**config.mk**
```make
export PLATFORM = sky130hd
export DESIGN_NAME = fetch_stage_flat
export DESIGN_NICKNAME = d
export VERILOG_FILES = /design/src/rtl/fetch_stage_if.sv /design/src/rtl/fetch_stage.sv /design/src/flat_wrapper.sv
export SDC_FILE = /design/constraint.sdc
export NUM_CORES = 1
export LEC_CHECK = 0
export ABC_AREA = 1
export CAP_MARGIN = 0
export CORE_ASPECT_RATIO = 0.8
export CORE_UTILIZATION = 50
export DETAILED_ROUTE_END_ITERATION = 7
export HOLD_SLACK_MARGIN = 0.03
export PLACE_DENSITY_LB_ADDON = 0.2
export SYNTH_ARGS = -nofsm -noshare
export SYNTH_HDL_FRONTEND = slang
export SYNTH_SLANG_ARGS = --single-unit
```
**constraint.sdc**
```tcl
create_clock -name clk -period 2.25 [get_ports clk]
set_input_delay 0.3375 -clock clk [delete_from_list [all_inputs] [get_ports clk]]
set_output_delay 0.3375 -clock clk [all_outputs]
set_load 0.05 [all_outputs]
```
**src/rtl/fetch_stage_if.sv**
```systemverilog
// fetch_stage_if: instruction-memory port between the IF stage and imem.
//   req_valid  fetch side -> mem   request valid
//   req_addr   fetch side -> mem   fetch address
//   req_ready  mem -> fetch side   memory accepts request
//   resp_valid mem -> fetch side   instruction returned (>=1 cycle after accept)
//   resp_data  mem -> fetch side   instruction word
// master = fetch stage, slave = instruction memory.
interface fetch_stage_if;
    logic        req_valid;
    logic [31:0] req_addr;
    logic        req_ready;
    logic        resp_valid;
    logic [31:0] resp_data;

    modport master (output req_valid, req_addr, input  req_ready, resp_valid, resp_data);
    modport slave  (input  req_valid, req_addr, output req_ready, resp_valid, resp_data);
endinterface

```
**src/rtl/fetch_stage.sv**
```systemverilog
// fetch_stage: IF stage. Owns the PC, issues one-outstanding fetches over the
// imem interface and presents the IF/ID register {valid, pc, inst} to decode.
// A one-entry hold buffer catches a response that arrives while decode is
// stalled on a full IF/ID; issue is blocked while the hold buffer is full.
// flush_needed_i kills IF/ID, the hold buffer and any in-flight fetch.
// Ports:
//   clk, rst            clock, synchronous active-high reset
//   new_pc_i            next PC from the PC generator
//   flush_needed_i      redirect; highest priority, overrides stall
//   stall_i             decode stall, IF/ID holds
//   pc_o                current fetch PC
//   imem                fetch_stage_if.master instruction-memory port
//   ifid_valid_o/pc_o/inst_o  IF/ID pipeline register
// Optional: define FETCH_PERF_CNT_EN to add perf_fetch_cnt_o / perf_drop_cnt_o.
module fetch_stage #(
    parameter logic [31:0] RESET_PC   = 32'h0000_0000,
    parameter logic [31:0] NOP_INST   = 32'h0000_0013,
    parameter int          PERF_CNT_W = 32
) (
    input  logic                  clk,
    input  logic                  rst,
    input  logic [31:0]           new_pc_i,
    input  logic                  flush_needed_i,
    input  logic                  stall_i,
    output logic [31:0]           pc_o,
    fetch_stage_if.master         imem,
    output logic                  ifid_valid_o,
    output logic [31:0]           ifid_pc_o,
    output logic [31:0]           ifid_inst_o
`ifdef FETCH_PERF_CNT_EN
    ,
    output logic [PERF_CNT_W-1:0] perf_fetch_cnt_o,
    output logic [PERF_CNT_W-1:0] perf_drop_cnt_o
`endif
);

    typedef enum logic [1:0] {
        S_IDLE  = 2'd0,   // may issue
        S_WAIT  = 2'd1,   // one fetch outstanding
        S_DRAIN = 2'd2    // outstanding response is stale, discard it
    } state_e;

    state_e      state_q;
    logic [31:0] pc_q;
    logic [31:0] req_pc_q;
    logic        ifid_valid_q, ifid_valid_d;
    logic [31:0] ifid_pc_q, ifid_pc_d;
    logic [31:0] ifid_inst_q, ifid_inst_d;
    logic        hold_valid_q, hold_valid_d;
    logic [31:0] hold_pc_q, hold_pc_d;
    logic [31:0] hold_inst_q, hold_inst_d;

    logic req_valid;
    logic fire;
    logic resp_live;   // response for a live fetch this cycle
    logic resp_drop;   // response being discarded this cycle

    always_comb begin
        req_valid = (state_q == S_IDLE) & ~hold_valid_q & ~flush_needed_i;
        fire      = req_valid & imem.req_ready;
        resp_live = (state_q == S_WAIT) & imem.resp_valid;
        resp_drop = imem.resp_valid &
                    ((state_q == S_DRAIN) | ((state_q == S_WAIT) & flush_needed_i));
    end

    assign imem.req_valid = req_valid;
    assign imem.req_addr  = pc_q;
    assign pc_o           = pc_q;
    assign ifid_valid_o   = ifid_valid_q;
    assign ifid_pc_o      = ifid_pc_q;
    assign ifid_inst_o    = ifid_inst_q;

    // IF/ID and hold buffer next state. The hold buffer is empty whenever a
    // fetch is outstanding (issue waits for it), so a response never meets a
    // full hold buffer.
    always_comb begin
        ifid_valid_d = ifid_valid_q;
        ifid_pc_d    = ifid_pc_q;
        ifid_inst_d  = ifid_inst_q;
        hold_valid_d = hold_valid_q;
        hold_pc_d    = hold_pc_q;
        hold_inst_d  = hold_inst_q;
        if (flush_needed_i) begin
            ifid_valid_d = 1'b0;
            ifid_inst_d  = NOP_INST;
            hold_valid_d = 1'b0;
        end else if (!stall_i) begin
            if (hold_valid_q) begin
                ifid_valid_d = 1'b1;
                ifid_pc_d    = hold_pc_q;
                ifid_inst_d  = hold_inst_q;
                hold_valid_d = 1'b0;
            end else if (resp_live) begin
                ifid_valid_d = 1'b1;
                ifid_pc_d    = req_pc_q;
                ifid_inst_d  = imem.resp_data;
            end else begin
                ifid_valid_d = 1'b0;
                ifid_inst_d  = NOP_INST;
            end
        end else if (resp_live) begin
            // stalled: an empty IF/ID may still be filled, otherwise park it
            if (!ifid_valid_q) begin
                ifid_valid_d = 1'b1;
                ifid_pc_d    = req_pc_q;
                ifid_inst_d  = imem.resp_data;
            end else begin
                hold_valid_d = 1'b1;
                hold_pc_d    = req_pc_q;
                hold_inst_d  = imem.resp_data;
            end
        end
    end

`ifdef FETCH_PERF_CNT_EN
    logic [PERF_CNT_W-1:0] fetch_cnt_q, drop_cnt_q;
    assign perf_fetch_cnt_o = fetch_cnt_q;
    assign perf_drop_cnt_o  = drop_cnt_q;
`endif

    always_ff @(posedge clk) begin
        if (rst) begin
            state_q      <= S_IDLE;
            pc_q         <= RESET_PC;
            req_pc_q     <= 32'h0;
            ifid_valid_q <= 1'b0;
            ifid_pc_q    <= 32'h0;
            ifid_inst_q  <= NOP_INST;
            hold_valid_q <= 1'b0;
            hold_pc_q    <= 32'h0;
            hold_inst_q  <= NOP_INST;
`ifdef FETCH_PERF_CNT_EN
            fetch_cnt_q  <= '0;
            drop_cnt_q   <= '0;
`endif
        end else begin
            ifid_valid_q <= ifid_valid_d;
            ifid_pc_q    <= ifid_pc_d;
            ifid_inst_q  <= ifid_inst_d;
            hold_valid_q <= hold_valid_d;
            hold_pc_q    <= hold_pc_d;
            hold_inst_q  <= hold_inst_d;

            // fire and flush are exclusive (flush gates req_valid)
            if (flush_needed_i) begin
                pc_q <= new_pc_i;
            end else if (fire) begin
                pc_q     <= new_pc_i;
                req_pc_q <= pc_q;
            end

            case (state_q)
                S_IDLE:  if (fire) state_q <= S_WAIT;
                S_WAIT: begin
                    if (imem.resp_valid)     state_q <= S_IDLE;
                    else if (flush_needed_i) state_q <= S_DRAIN;
                end
                S_DRAIN: if (imem.resp_valid) state_q <= S_IDLE;
                default: state_q <= S_IDLE;
            endcase

`ifdef FETCH_PERF_CNT_EN
            if (fire)      fetch_cnt_q <= fetch_cnt_q + 1'b1;
            if (resp_drop) drop_cnt_q  <= drop_cnt_q + 1'b1;
`endif
        end
    end

`ifndef FETCH_PERF_CNT_EN
    logic unused_drop;
    assign unused_drop = resp_drop;
`endif

`ifndef SYNTHESIS
    // a response with nothing outstanding is a memory protocol violation
    a_no_resp_in_idle: assert property (@(posedge clk) disable iff (rst)
        !((state_q == S_IDLE) && imem.resp_valid));
`endif

endmodule
```
**src/flat_wrapper.sv**
```systemverilog
// flat-port wrapper written by rule: the top's interface ports become plain ports
module fetch_stage_flat 
#(
    parameter logic [31:0] RESET_PC   = 32'h0000_0000,
    parameter logic [31:0] NOP_INST   = 32'h0000_0013,
    parameter int          PERF_CNT_W = 32
)
  (clk, rst, new_pc_i, flush_needed_i, stall_i, pc_o, ifid_valid_o, ifid_pc_o, ifid_inst_o, imem_req_valid, imem_req_addr, imem_req_ready, imem_resp_valid, imem_resp_data);
  fetch_stage_if imem_i ();
  input  logic clk;
  input  logic rst;
  input  logic [31:0] new_pc_i;
  input  logic flush_needed_i;
  input  logic stall_i;
  output logic [31:0] pc_o;
  output logic ifid_valid_o;
  output logic [31:0] ifid_pc_o;
  output logic [31:0] ifid_inst_o;
  output wire logic [$bits(imem_i.req_valid)-1:0] imem_req_valid;
  output wire logic [$bits(imem_i.req_addr)-1:0] imem_req_addr;
  input wire logic [$bits(imem_i.req_ready)-1:0] imem_req_ready;
  input wire logic [$bits(imem_i.resp_valid)-1:0] imem_resp_valid;
  input wire logic [$bits(imem_i.resp_data)-1:0] imem_resp_data;
  assign imem_req_valid = imem_i.req_valid;
  assign imem_req_addr = imem_i.req_addr;
  assign imem_i.req_ready = imem_req_ready;
  assign imem_i.resp_valid = imem_resp_valid;
  assign imem_i.resp_data = imem_resp_data;
  fetch_stage #(.RESET_PC(RESET_PC), .NOP_INST(NOP_INST), .PERF_CNT_W(PERF_CNT_W)) u_core (.clk(clk), .rst(rst), .new_pc_i(new_pc_i), .flush_needed_i(flush_needed_i), .stall_i(stall_i), .pc_o(pc_o), .imem(imem_i), .ifid_valid_o(ifid_valid_o), .ifid_pc_o(ifid_pc_o), .ifid_inst_o(ifid_inst_o));
endmodule
```
==> results of run 1 <==
## flip-flops by register name, indices dropped and copies added (netlist names), 2 cells and up
| name | flops |
|---|---|
| u_core.hold_inst_q | 32 |
| u_core.hold_pc_q | 32 |
| u_core.ifid_inst_o | 32 |
| u_core.ifid_pc_o | 32 |
| u_core.imem.req_addr | 32 |
| u_core.req_pc_q | 32 |
| u_core.state_q | 2 |
## area by class of cell
class                   instances  area share [%]
multi-input cells             823            32.7
inverters                      47            1.65
repair buffers                230            21.3
flip-flops and latches        196            36.3
well taps                     215            2.49
clock inverters                 8           0.902
clock buffers                  24            4.64
## cells by family after synthesis
| group | synth area share, % |
|---|---|
| AO/OA/AOI/OAI | 10.3 |
| buffers and inverters | 9.75 |
| flip-flops | 47.6 |
| AND/OR/NAND/NOR | 32.3 |
## synth_stat cells, drive strengths merged
library cell  instances
nor4                  1
buf                  77
o211ai                3
nand2               267
nand4                 5
dfxtp               196
nor2                256
inv                  47
a211oi                1
nand3               126
o21ai                99
a21oi                64
clkbuf               40
a31oi                 1
## per-stage QoR
step	hold WS [ns]	setup WS (ns)	total power, mW	instances	cell area, um2
floorplan	0.441	0.299	4.41	1183	8250
detailed placement	0.458	0.189	4.80	1511	10200
global route	0.318	0.111	8.04	1543	10800
global placement	0.454	0.237	4.78	1511	10200
finish	0.330	0.160	7.77	1543	10800
CTS	0.308	0.163	7.82	1543	10800
## metal layers
metal  part of all wire [%]  GRT usage, %  up-vias  wire (um)
li1                       -             -     4004          -
met1                     46          34.0     3697      10000
met2                     46          43.6      267      10100
met3                    6.4          5.19       30       1400
met4                    1.9          8.98        0        417
met5                      0             0        -          0
## where the power goes
part	internal [mW]	switching, mW	leakage (nW)
clock network	1.78	1.27	0.288
logic	0.392	0.705	2.58
registers	3.55	0.0742	1.59
## worst reg2reg max path, stage by stage (launching register included)
cell and delay, ns:
dfxtp_1 0.40, nor2_1 0.19, nand4_2 0.14, buf_4 0.21
inv_2 0.19, buf_12 0.21, nand2_1 0.07, a21oi_1 0.14
## worst paths after layout
check,from,to,cells after the start
max,u_core.imem.req_addr[21]$_SDFFE_PP0P_,imem_req_addr[21],1
max reg2reg,u_core.state_q[0]$_SDFFE_PP0P_,u_core.req_pc_q[23]$_SDFFE_PP0P_,7
min,rst,u_core.state_q[0]$_SDFFE_PP0P_,2
min reg2reg,u_core.ifid_inst_o[8]$_SDFFE_PP0P_,u_core.ifid_inst_o[8]$_SDFFE_PP0P_,2
## cells in the final DEF, fill, tap and decap left out, types with 2 or more instances in the layout
cell             netlist  final
a21oi_1               64     63
buf_12                 0      7
buf_4                 39     25
bufinv_16              0      2
clkbuf_1              40      2
clkbuf_16              0     17
clkbuf_8               0      5
clkdlybuf4s50_1        0    197
clkinv_2               0      3
clkinvlp_4             0      3
dfxtp_1              196    195
inv_1                 39     38
inv_2                  8      8
nand2_1              266    264
nand2_2                1      3
nand3_1              125    125
nand4_1                3      3
nand4_2                2      2
nor2_1               254    254
nor2_4                 1      2
o211ai_1               3      3
o21ai_0               75     75
o21ai_1               24     24
==> summary.md, run 1 <==
| Metric | Value |
|---|---|
| Worst-Margin Slew | `between 0.6 and 0.7 ns` |
| Post CTS Setup Buffer Count | `0` |
| Sequential-to-total area share from yosys stat | `a little under half` |
| Post-DP HPWL | `14.1 mm` |
| Slew Limit Fails | `0` |
| RSZ-0062 raised after global routing | `false` |
| Worst-skew pair later-pin latency | `~0.43 ns` |
| Initial antenna violation count | `0` |
| Fmax | `roughly 480 MHz` |
| Sinks on Clock Net | `slightly below 200` |
| Crit path DAT | `1.75 ns` |
| PortBufs | `between 150 and 200` |
| # setup viols final | `0` |
| Worst rel slew slack | `55.7%` |
| Root Buffer Master | `clkbuf_16` |
| CP delay by family, top | `buffers and inverters` |
| Setup Skew | `roughly 0.0064 ns` |
| Vias post-DR | `~8000` |
| Syn_area_per_cell | `6.97 um2` |
| Synth area leaders | `dfxtp_1 48%, nand2_1 12%, nor2_1 12%` |
| # hold bufs at CTS | `0` |
| Antenna fix cells | `0` |
| Grt ovf | `0` |
| Post-synth design cell area | `approximately 8200 um2` |
| Nets | `roughly 1400` |
| Worst min-delay path class | `in -> reg` |
| Clock tree from TritonCTS | `built` |
| Filler instances | `between 1000 and 1500` |
| Syn nets | `about 1300` |
| Setup crit end kind | `output port` |
| Crit path launch type | `register` |
| Max-cap viol count | `0` |
| CTS resizes | `0` |
| Initial Util | `between 50 and 60%` |
| Pin count of the biggest net entering global routing | `85` |
| CP cell instances | `clkdlybuf4s50_1` |
| Slowest stage cell, crit path | `clkdlybuf4s50_1` |
| CP peak stage delay | `around 0.86 ns` |
| TNS Setup | `0 ns` |
| Endpoints failing hold | `0` |
| Cell accounting for the most synthesized area | `dfxtp_1` |
| Routed vias/inst | `approximately 5.2` |
| Worst path bufs/invs | `1` |
| Syn Inst Count | `1183` |
| Worst-path fanout max | `4` |
| Period Utilization, post-route | `92.9%` |
| PwrDens | `718 nW/um2` |
| Post-DRT Antenna Nets | `0` |
| CP Class | `reg -> out` |
| Clk slew on worst S/H paths | `0.07 ns` |
| Fraction of layout cells with a size suffix above 1 | `approximately 6.3%` |
| Multi-input logic area | `between 3000 and 4000 um2` |
| I/O pin count | `200` |
| Status | `finished, final reports clean` |
| Vias in the first global route | `7343` |
| Area share of the largest cell type after synthesis | `47.6%` |
| GRT Util Overall | `a little over a quarter` |
| R2R Setup Slk | `0.62 ns` |
| Initial DRT Pass Iterations | `5` |
| Area Growth Syn to Fin | `31.3%` |
| Worst Path Required | `1.91 ns` |
| Pleak | `4.46 nW` |
| Register area | `3930 um2` |
| # DRC | `0` |
| Die Width | `around 150 um` |
| Netlist cell types | `23` |
| CTS Buf Count | `17` |
| Row Count | `about 40` |
| Drt total wl | `between 20 and 25 mm` |
| Die area | `around 17000 um2` |
| Avg WL per Cell | `between 10 and 15 um` |
| GPL Wtd Cong | `0.814` |
| Worst VDD drop | `approximately 0.55 mV` |
| Clock Path Buffers | `2` |
| Initial DRC count | `543` |
| Die height | `117 um` |
| YS warnings | `0` |
| Crit path time final | `about 2.1 ns` |
| Htree depth | `4` |
| Final design utilization | `67.8%` |
| Global-route wire length before repair | `about 36 mm` |
| Yosys reg bits | `196` |
| Core area | `between 15000 and 20000 um2` |
(Power assumes the default switching activity.)
==> run 2: changes to the inputs <==
--- a/config.mk
+++ b/config.mk
@@ -5,13 +5,13 @@
 export SDC_FILE = /design/constraint.sdc
 export NUM_CORES = 1
 export LEC_CHECK = 0
-export ABC_AREA = 1
 export CAP_MARGIN = 0
 export CORE_ASPECT_RATIO = 0.8
 export CORE_UTILIZATION = 50
 export DETAILED_ROUTE_END_ITERATION = 7
 export HOLD_SLACK_MARGIN = 0.03
 export PLACE_DENSITY_LB_ADDON = 0.2
+export SKIP_CTS_REPAIR_TIMING = 1
 export SYNTH_ARGS = -nofsm -noshare
 export SYNTH_HDL_FRONTEND = slang
 export SYNTH_SLANG_ARGS = --single-unit
==> run 2 against run 1 <==
Compared with the run above:
- global-route usage shrank 1.6 points
- routed wire length increased by 1.6%
- area after synthesis rose by 8.0%
- cell count is 16% lower
- critical path type unchanged
- highest routed layer unchanged
==> summary.md, run 2 <==
| Metric | Value |
|---|---|
| Worst min-delay path class | `in -> reg (unchanged)` |
| Sinks on Clock Net | `196 (unchanged)` |
| Fraction of power consumed by sequential logic | `46.7% (was 46.6%)` |
| Most used DFF post-synth | `dfxtp_1 (unchanged)` |
| Count leader, synth | `dfxtp_1 (was nand2_1)` |
| Worst Path Required | `1.91 ns (about the same)` |
| Drt total wl | `22.2 mm (was 21.9 mm)` |
| Nets | `1123 (was 1385)` |
| Min Hold Slack | `0.301 ns (was 0.330 ns)` |
| I/O pin count | `200 (unchanged)` |
| Vias in the first global route | `6851 (was 7343)` |
| Avg WL per Cell | `17.2 um (was 14.2 um)` |
| Crit path launch type | `register (unchanged)` |
| R2R Setup Slk | `0.47 ns (was 0.62 ns)` |
| Hold path depth | `3 (was 2)` |
| Global-route wire length before repair | `35.4 mm (was 35.8 mm)` |
| Placed Cells | `1259 (was 1511)` |
| Cell Int Power | `5.56 mW (was 5.72 mW)` |
| Cell accounting for the most synthesized area | `dfxtp_1 (unchanged)` |
| Crit path DAT | `1.77 ns (was 1.75 ns)` |
| Slew Limit Fails | `0 (unchanged)` |
| Non-filler cells in the finished layout | `1292 (was 1543)` |
| Die area | `18300 um2 (was 17000 um2)` |
| Max-cap viol count | `0 (unchanged)` |
| Final design utilization | `66.2% (was 67.8%)` |
| Worst flop-to-flop path startpoint | `u_core.hold_valid_q$_SDFFE_PP0P_ (was u_core.state_q[0]$_SDFFE_PP0P_)` |
| Clock tree from TritonCTS | `built (unchanged)` |
| Die height | `121 um (was 117 um)` |
| Area share of the largest cell type after synthesis | `44.1% (was 47.6%)` |
| Worst rel slew slack | `51.2% (was 55.7%)` |
| Reg2reg path depth | `5 (was 7)` |
| Filler instances | `1416 (was 1380)` |
| Critical Path Start | `u_core.hold_valid_q$_SDFFE_PP0P_ (was u_core.imem.req_addr[21]$_SDFFE_PP0P_)` |
| Worst-Margin Slew | `0.732 ns (was 0.664 ns)` |
| Commonest non-fill, non-tap cells in the layout | `196 x clkdlybuf4s50_1, 196 x dfxtp_1, 96 x nand2b_1, 96 x mux2i_1, 64 x a21oi_1 (was 264 x nand2_1, 254 x nor2_1, 197 x clkdlybuf4s50_1)` |
| Synth area leaders | `dfxtp_1 44%, mux2i_1 11%, nand2b_1 6.8% (was dfxtp_1 48%, nand2_1 12%, nor2_1 12%)` |
| Clk slew on worst S/H paths | `0.07 ns (about the same)` |
| GRT Util Overall | `24.5% (was 26.1%)` |
| Htree depth | `4 (unchanged)` |
| Initial Util | `51.2% (was 51.7%)` |
| # DRC | `0 (unchanged)` |
| Worst-path fanout max | `13 (was 4)` |
| Pleak | `4.32 nW (was 4.46 nW)` |
| GPL Wtd Cong | `0.751 (was 0.814)` |
| Endpoints failing hold | `0 (unchanged)` |
| RSZ-0062 raised after global routing | `false (unchanged)` |
| Placed Area | `10900 um2 (was 10200 um2)` |
| Die Width | `151 um (was 146 um)` |
| Post-synth EDFFs | `0 (unchanged)` |
| # setup viols final | `0 (unchanged)` |
| Crit-path most repeated cell | `buf_4` |
| Post-DRT Antenna Nets | `0 (unchanged)` |
| Fraction of layout cells with a size suffix above 1 | `10.5% (was 6.25%)` |
| Initial DRC count | `475 (was 543)` |
| Post-synth design cell area | `8900 um2 (was 8240 um2)` |
| Setup crit end kind | `output port (unchanged)` |
| Reg-to-Reg End | `u_core.ifid_inst_o[11]$_SDFFE_PP0P_ (was u_core.req_pc_q[23]$_SDFFE_PP0P_)` |
| Sequential-to-total area share from yosys stat | `44.1% (was 47.6%)` |
| Row Count | `43 (was 41)` |
| Worst-skew pair later-pin latency | `0.44 ns (was 0.43 ns)` |
| Fmax | `475 MHz (was 479 MHz)` |
| Status | `finished, final reports clean (unchanged)` |
| Setup Skew | `0.0135 ns (was 0.00643 ns)` |
| Combinational Power Share | `14.7% (was 14.1%)` |
| Crit path time final | `2.11 ns (was 2.09 ns)` |
| Root Buffer Master | `clkbuf_16 (unchanged)` |
| Setup slack after layout | `0.144 ns (was 0.160 ns)` |
| Area Growth Syn to Fin | `29.2% (was 31.3%)` |
| Core area | `17400 um2 (was 16000 um2)` |
| Power after layout | `7.71 mW (was 7.77 mW)` |
| Syn Inst Count | `933 (was 1183)` |
| Initial DRT Pass Iterations | `5 (unchanged)` |
| Vias post-DR | `7343 (was 7998)` |
| Synth top cells by count | `196 x dfxtp_1, 97 x nand2b_1, 96 x mux2i_1 (was 266 x nand2_1, 254 x nor2_1, 196 x dfxtp_1)` |
| Clock power frac | `38.6% (was 39.2%)` |
| CP Class | `reg -> out (unchanged)` |
| Pin count of the biggest net entering global routing | `112 (was 85)` |
| Syn_area_per_cell | `9.54 um2 (was 6.97 um2)` |
| Asr flop ratio synth | `0% (unchanged)` |
| TNS Setup | `0 ns (unchanged)` |
| CP peak stage delay | `0.47 ns (was 0.86 ns)` |
| PortBufs | `199 (unchanged)` |
| CP cell instances | `buf_4, nor4_2, buf_4, buf_12 (was clkdlybuf4s50_1)` |
| Worst hold path startpoint | `stall_i (was rst)` |
| CTS Buf Count | `17 (unchanged)` |
| PwrDens | `670 nW/um2 (was 718 nW/um2)` |
| Slowest stage cell, crit path | `dfxtp_1 (was clkdlybuf4s50_1)` |
| Syn nets | `1003 (was 1253)` |
| Pre-CTS setup slack | `0.118 ns (was 0.189 ns)` |
| Initial antenna violation count | `1 (was 0)` |
| Hold Path Sink | `u_core.hold_valid_q$_SDFFE_PP0P_ (was u_core.state_q[0]$_SDFFE_PP0P_)` |
| Worst VDD drop | `0.533 mV (was 0.548 mV)` |
| Period Utilization, post-route | `93.6% (was 92.9%)` |
| YS warnings | `0 (unchanged)` |
| Post-DP HPWL | `13.9 mm (was 14.1 mm)` |
| Netlist cell types | `35 (was 23)` |
| Sw power | `2.15 mW (was 2.05 mW)` |
| Switching Fraction | `27.9% (was 26.3%)` |
| Grt ovf | `0 (unchanged)` |
| Yosys reg bits | `196 (unchanged)` |
| Routed vias/inst | `5.68 (was 5.18)` |
| Final Instance Area | `11500 um2 (was 10800 um2)` |
| Clock Path Buffers | `2 (unchanged)` |
-- run 2: changes by cell type in the layout (fill, tap and decap cells not counted), moves of 29 or more --
cell and change:
nor2_1 -251, nand2_1 -230, mux2i_1 +96, nand2b_1 +96
nand3_1 -64, a221oi_1 +34, and3b_1 +32, a221oi_2 +30
o32ai_1 +29
-- run 2: final cells by class --
class | instances | area, um2 | area share (%)
well taps | 225 | 282 | 2.45
flip-flops and latches | 196 | 3920 | 34.1
clock buffers | 18 | 429 | 3.73
diodes | 1 | 2.50 | 0.0218
inverters | 33 | 124 | 1.08
repair buffers | 233 | 2390 | 20.8
clock inverters | 14 | 145 | 1.26
multi-input cells | 572 | 4200 | 36.5
-- run 2: cells by family after synthesis --
family                 synth area share [%]
AND/OR/NAND/NOR                        16.6
flip-flops                             44.1
buffers and inverters                  9.11
multiplexers                           10.9
AO/OA/AOI/OAI                          19.3
-- run 2: worst max path at each step --
stage                                                   end  slack [ns]  cells after the start
final                                        imem_req_valid        0.14                      4
after global routing                         imem_req_valid        0.08                      4
after CTS                                    imem_req_valid        0.14                      4
after detailed placement  u_core.ifid_pc_o[29]$_SDFFE_PP0P_        0.12                      5
after global placement     u_core.ifid_pc_o[7]$_SDFFE_PP0P_        0.16                      5
after floorplan            u_core.req_pc_q[11]$_SDFFE_PP0P_        0.02                      6
-- run 2: power groups by stage --
stage          Clock, mW  Sequential, mW  Combinational (mW)
3_5_place_dp           0            3.68                1.13
4_1_cts             3.04            3.60                1.14
2_1_floorplan          0            3.86               0.577
3_3_place_gp           0            3.68                1.13
5_1_grt             3.15            3.61                1.19
6_report            2.98            3.60                1.13
-- run 2: critical path: cells and delay by family, from the launching register on --
kind	cells	cell delay (ns)
and+or+nand+nor	1	0.28
DFF	1	0.47
buffers and inverters	3	0.57
-- run 2: routing by layer --
layer  vias to the layer above  track usage [%]  routed length, um
met5                         -                0                  0
met4                         0             7.56                252
met3                        22             5.75               1490
met2                       230             38.3              10300
met1                      3527             33.1              10200
li1                       3564                -                  -
==> patch 1, RTL diff (config.mk and constraints of run 1) <==
Reset style: asynchronous (`rst`), changed in one clocked block. Comments in the files are not updated.
--- a/src/rtl/fetch_stage.sv
+++ b/src/rtl/fetch_stage.sv
@@ -118,7 +118,7 @@
     assign perf_drop_cnt_o  = drop_cnt_q;
 `endif
 
-    always_ff @(posedge clk) begin
+    always_ff @(posedge clk or posedge rst) begin
         if (rst) begin
             state_q      <= S_IDLE;
             pc_q         <= RESET_PC;
Behaviour: differs if rst is asserted again (counterexample within 4 cycles, from zero or initial values and one cycle with rst high); with rst held inactive, the same outputs for 4 cycles.
==> patch 1 against run 1 <==
Area after synthesis is 6.8% higher. Sequential cell count stayed put. Via count is 9.7% lower. Wire length is 7.9% lower. Die area is 6.7% higher. Worst setup slack worse by 0.036 ns. Highest routed layer unchanged. Final area is 5.2% higher.
Power is not compared: it rests on default switching activity, and its combinational part moved more than twofold at a synthesized area within 25%.
==> patch 1: results (changes against run 1) <==
\begin{tabular}{lr}
\hline
Metric & Value \\
\hline
\multicolumn{2}{l}{\textbf{Timing}} \\
\quad Worst clock skew & 0.008746 ns (was 0.006434 ns) \\
\quad Relative max-transition margin & 0.6179 (was 0.5570) \\
\quad Tightest hold margin & 0.2361 ns (was 0.3298 ns) \\
\multicolumn{2}{l}{\textbf{Placement}} \\
\quad Post-place instance area & 10,780 um\^{}2 (was 10,220 um\^{}2) \\
\quad Post-place setup slack & 0.1443 ns (was 0.1889 ns) \\
\quad Placed Instances & 1,408 (was 1,511) \\
\multicolumn{2}{l}{\textbf{Routing}} \\
\quad Initial DRC Count & 477 (was 543) \\
\quad Routed wire per std cell & 13.99 um (was 14.19 um) \\
\multicolumn{2}{l}{\textbf{Cells and area}} \\
\quad Share of final-layout standard cells stronger than drive strength 1 & 0.06066 (was 0.06250) \\
\quad Post-layout util & 0.6745 (was 0.6781) \\
\multicolumn{2}{l}{\textbf{Yosys}} \\
\quad Post-synth ARST share & 1.000 (was 0) \\
\quad Count of distinct cell types in the synthesized netlist & 24 (was 23) \\
\quad Compound-cell area share of the yosys netlist & 0.09566 (was 0.1034) \\
\quad Prevailing post-synth register cell & sky130\_fd\_sc\_hd\_\_dfrtp\_1 (was sky130\_fd\_sc\_hd\_\_dfxtp\_1) \\
\quad Proportion of synthesized chip area in sequential cells & 0.5581 (was 0.4762) \\
\multicolumn{2}{l}{\textbf{Worst setup path}} \\
\quad Launch point of the critical path & u\_core.ifid\_inst\_o[4]\$\_DFFE\_PP1P\_ (was u\_core.imem.req\_addr[21]\$\_SDFFE\_PP0P\_) \\
\quad Worst setup path endpoint & ifid\_inst\_o[4] (was imem\_req\_addr[21]) \\
\quad Terminus of the critical flop-to-flop path & u\_core.hold\_inst\_q[30]\$\_DFFE\_PP0P\_ (was u\_core.req\_pc\_q[23]\$\_SDFFE\_PP0P\_) \\
\quad Maximum fanout along the worst path & 2 (was 4) \\
\quad Data arrival time at the worst-slack endpoint & 1.79 ns (was 1.75 ns) \\
\quad Worst reg-to-reg setup slack & 0.59 ns (was 0.62 ns) \\
\multicolumn{2}{l}{\textbf{Global routing}} \\
\quad Wire length of the first global-routing pass & 33.81 mm (was 35.78 mm) \\
\quad Pin count of the biggest net entering global routing & 65 (was 85) \\
\quad Vias in the first global route & 6,724 (was 7,343) \\
\quad Global-route usage over all layers & 0.2374 (was 0.2605) \\
\multicolumn{2}{l}{\textbf{Outcome}} \\
\quad Status & completed (unchanged) \\
\multicolumn{2}{l}{\textbf{Min path}} \\
\quad Type of the most critical hold path & in2async (was in2reg) \\
\hline
\end{tabular}
patch 1: cell count changes after synthesis, sizes merged, moves of 27 or more:
cell	delta
clkbuf	-27
dfrtp	+190
inv	+56
dfxtp	-196
nand3	-28
a21oi	-60
nand2	+59
o21ai	+63
nor2	-186
patch 1: power by group:
| group | internal [uW] | leakage (uW) | switching, uW |
|---|---|---|---|
| logic | 1290 | 0.00284 | 2520 |
| registers | 4380 | 0.00250 | 496 |
| clock network | 1780 | 0.000283 | 1330 |
patch 1: final cells by class:
type | count | share of cell area
sequential | 196 | 0.4318
tap | 220 | 0.02419
multi-input combinational | 665 | 0.2547
inverter | 103 | 0.03431
timing repair buffer | 224 | 0.2024
clock buffer | 20 | 0.03926
clock inverter | 12 | 0.01342
patch 1: logic make-up (layout without fill, tap and decap cells):
logic type | count (synthesis) | after routing
AO/OA/AOI/OAI | 167 | 167
AND/OR/NAND/NOR | 498 | 498
buffers and inverters | 200 | 359
flip-flops | 196 | 196
patch 1: per-layer routing:
| layer | part of all wire | routed length (um) | track usage |
|---|---|---|---|
| met5 | 0 | 0 | 0 |
| met4 | 0.0081 | 163 | 0.05051 |
| met3 | 0.059 | 1196 | 0.05849 |
| met2 | 0.46 | 9260 | 0.3618 |
| met1 | 0.47 | 9532 | 0.3427 |
patch 1: worst register-to-register path: stages (launching register included):
cell and delay [ns]:
sky130_fd_sc_hd__dfrtp_1 0.41, sky130_fd_sc_hd__inv_1 0.15, sky130_fd_sc_hd__nand3_2 0.14, sky130_fd_sc_hd__nand2_2 0.17, sky130_fd_sc_hd__nand3_4 0.24, sky130_fd_sc_hd__buf_4 0.31
sky130_fd_sc_hd__nand2_1 0.08, sky130_fd_sc_hd__o21ai_1 0.05
==> patch 2, RTL diff (config.mk and constraints of run 1) <==
Made on the original files. `NOP_INST` is set to 32'h0000_0013 in 2 places; all go to 32'h00000009.
--- a/src/rtl/fetch_stage.sv
+++ b/src/rtl/fetch_stage.sv
@@ -14,7 +14,7 @@
 // Optional: define FETCH_PERF_CNT_EN to add perf_fetch_cnt_o / perf_drop_cnt_o.
 module fetch_stage #(
     parameter logic [31:0] RESET_PC   = 32'h0000_0000,
-    parameter logic [31:0] NOP_INST   = 32'h0000_0013,
+    parameter logic [31:0] NOP_INST   = 32'h00000009,
     parameter int          PERF_CNT_W = 32
 ) (
     input  logic                  clk,
--- a/src/flat_wrapper.sv
+++ b/src/flat_wrapper.sv
@@ -2,7 +2,7 @@
 module fetch_stage_flat 
 #(
     parameter logic [31:0] RESET_PC   = 32'h0000_0000,
-    parameter logic [31:0] NOP_INST   = 32'h0000_0013,
+    parameter logic [31:0] NOP_INST   = 32'h00000009,
     parameter int          PERF_CNT_W = 32
 )
   (clk, rst, new_pc_i, flush_needed_i, stall_i, pc_o, ifid_valid_o, ifid_pc_o, ifid_inst_o, imem_req_valid, imem_req_addr, imem_req_ready, imem_resp_valid, imem_resp_data);
Check against the original RTL: not equivalent (Yosys sat finds a counterexample within 4 cycles, from zero or initial values and one cycle with rst high).
==> patch 2 against run 1 <==
Hold slack better by 0.12 ns. Critical path depth stayed put. Worst setup slack better by 0.040 ns. Maximum frequency is 2.0% higher. Die area hardly changed. Sequential cell count stayed put. Area after synthesis hardly changed. Core utilization is 0.086 points higher. Clock skew is 0.0021 ns higher. Global-route usage is 0.61 points lower. Wire length is 2.3% lower. Final area is 0.13% higher. Power is 2.5% higher. Critical endpoint is now pc_o[0]. Largest cell class unchanged.
==> patch 2: results (changes against run 1) <==
\begin{tabular}{lr}
\hline
Metric & Value \\
\hline
\multicolumn{2}{l}{\textbf{Outcome}} \\
\quad Status & completed (unchanged) \\
\multicolumn{2}{l}{\textbf{Timing}} \\
\quad Worst Max-Slew Pin Slew & 0.5907 ns (was 0.6636 ns) \\
\quad Worst clock skew & 0.008499 ns (was 0.006434 ns) \\
\multicolumn{2}{l}{\textbf{Power and ir drop}} \\
\quad Pwr per Cell Area & 735.2 nW/um\^{}2 (was 718.0 nW/um\^{}2) \\
\quad Static leakage & 0.004505 uW (was 0.004462 uW) \\
\quad Clk pwr share & 0.405 (was 0.392) \\
\quad Net switching share of the total power & 0.2611 (was 0.2634) \\
\multicolumn{2}{l}{\textbf{Cells and area}} \\
\quad Final \#Nets & 1,393 (was 1,385) \\
\quad Footprint of the multi-input gates & 3515 um\^{}2 (was 3541 um\^{}2) \\
\quad Share of final-layout standard cells stronger than drive strength 1 & 0.06152 (was 0.06250) \\
\multicolumn{2}{l}{\textbf{Placement}} \\
\quad Post-place setup slack & 0.2487 ns (was 0.1889 ns) \\
\quad Final weighted congestion of routability-driven global placement & 0.7941 (was 0.8137) \\
\quad Post-place instance area & 10,210 um\^{}2 (was 10,220 um\^{}2) \\
\quad Hpwl dp & 13.86 mm (was 14.12 mm) \\
\multicolumn{2}{l}{\textbf{Worst setup path}} \\
\quad Number of cells traversed by the worst register-to-register path & 6 (was 7) \\
\quad Launch point of the critical path & u\_core.imem.req\_addr[0]\$\_SDFFE\_PP0P\_ (was u\_core.imem.req\_addr[21]\$\_SDFFE\_PP0P\_) \\
\quad Biggest cell delay along the critical path & 0.84 ns (was 0.86 ns) \\
\quad Data arrival time at the worst-slack endpoint & 1.71 ns (was 1.75 ns) \\
\multicolumn{2}{l}{\textbf{Yosys}} \\
\quad Syn Nets & 1,256 (was 1,253) \\
\quad Average cell area after synthesis & 6.950 um\^{}2 (was 6.966 um\^{}2) \\
\multicolumn{2}{l}{\textbf{Routing}} \\
\quad Initial DRC Count & 570 (was 543) \\
\quad Routed wire per std cell & 13.82 um (was 14.19 um) \\
\quad Via/cell ratio & 5.072 (was 5.183) \\
\multicolumn{2}{l}{\textbf{Global routing}} \\
\quad Met2 routing resource usage after global routing & 0.3981 (was 0.4362) \\
\quad Vias in the first global route & 6,961 (was 7,343) \\
\quad Global routing met1 resource utilization & 0.3459 (was 0.3402) \\
\quad Wire length of the first global-routing pass & 34.60 mm (was 35.78 mm) \\
\hline
\end{tabular}
[patch 2: final timing paths]
path | slack [ns] | to
max reg2reg | 0.65 | u_core.ifid_pc_o[16]$_SDFFE_PP0P_
min | 0.45 | u_core.ifid_pc_o[30]$_SDFFE_PP0P_
max | 0.20 | pc_o[0]
min reg2reg | 0.46 | u_core.ifid_inst_o[18]$_SDFFE_PP0P_
[patch 2: logic make-up after synthesis]
group / share of synthesized area
AND/OR/NAND/NOR: 0.3213
flip-flops: 0.4760
AO/OA/AOI/OAI: 0.1028
buffers and inverters: 0.09988
[patch 2: final cells by class]
class | instances | area share
Sequential cell | 196 | 0.3624
Clock inverter | 8 | 0.01386
Clock buffer | 21 | 0.04343
Multi-Input combinational cell | 828 | 0.3245
Timing Repair Buffer | 232 | 0.2142
Inverter | 48 | 0.01687
Tap cell | 215 | 0.02484
[patch 2: routing by layer]
metal / routed length, um / vias up
li1: - / 3999
met1: 10430 / 3564
met2: 9134 / 273
met3: 1585 / 15
met4: 250 / 0
met5: 0 / -
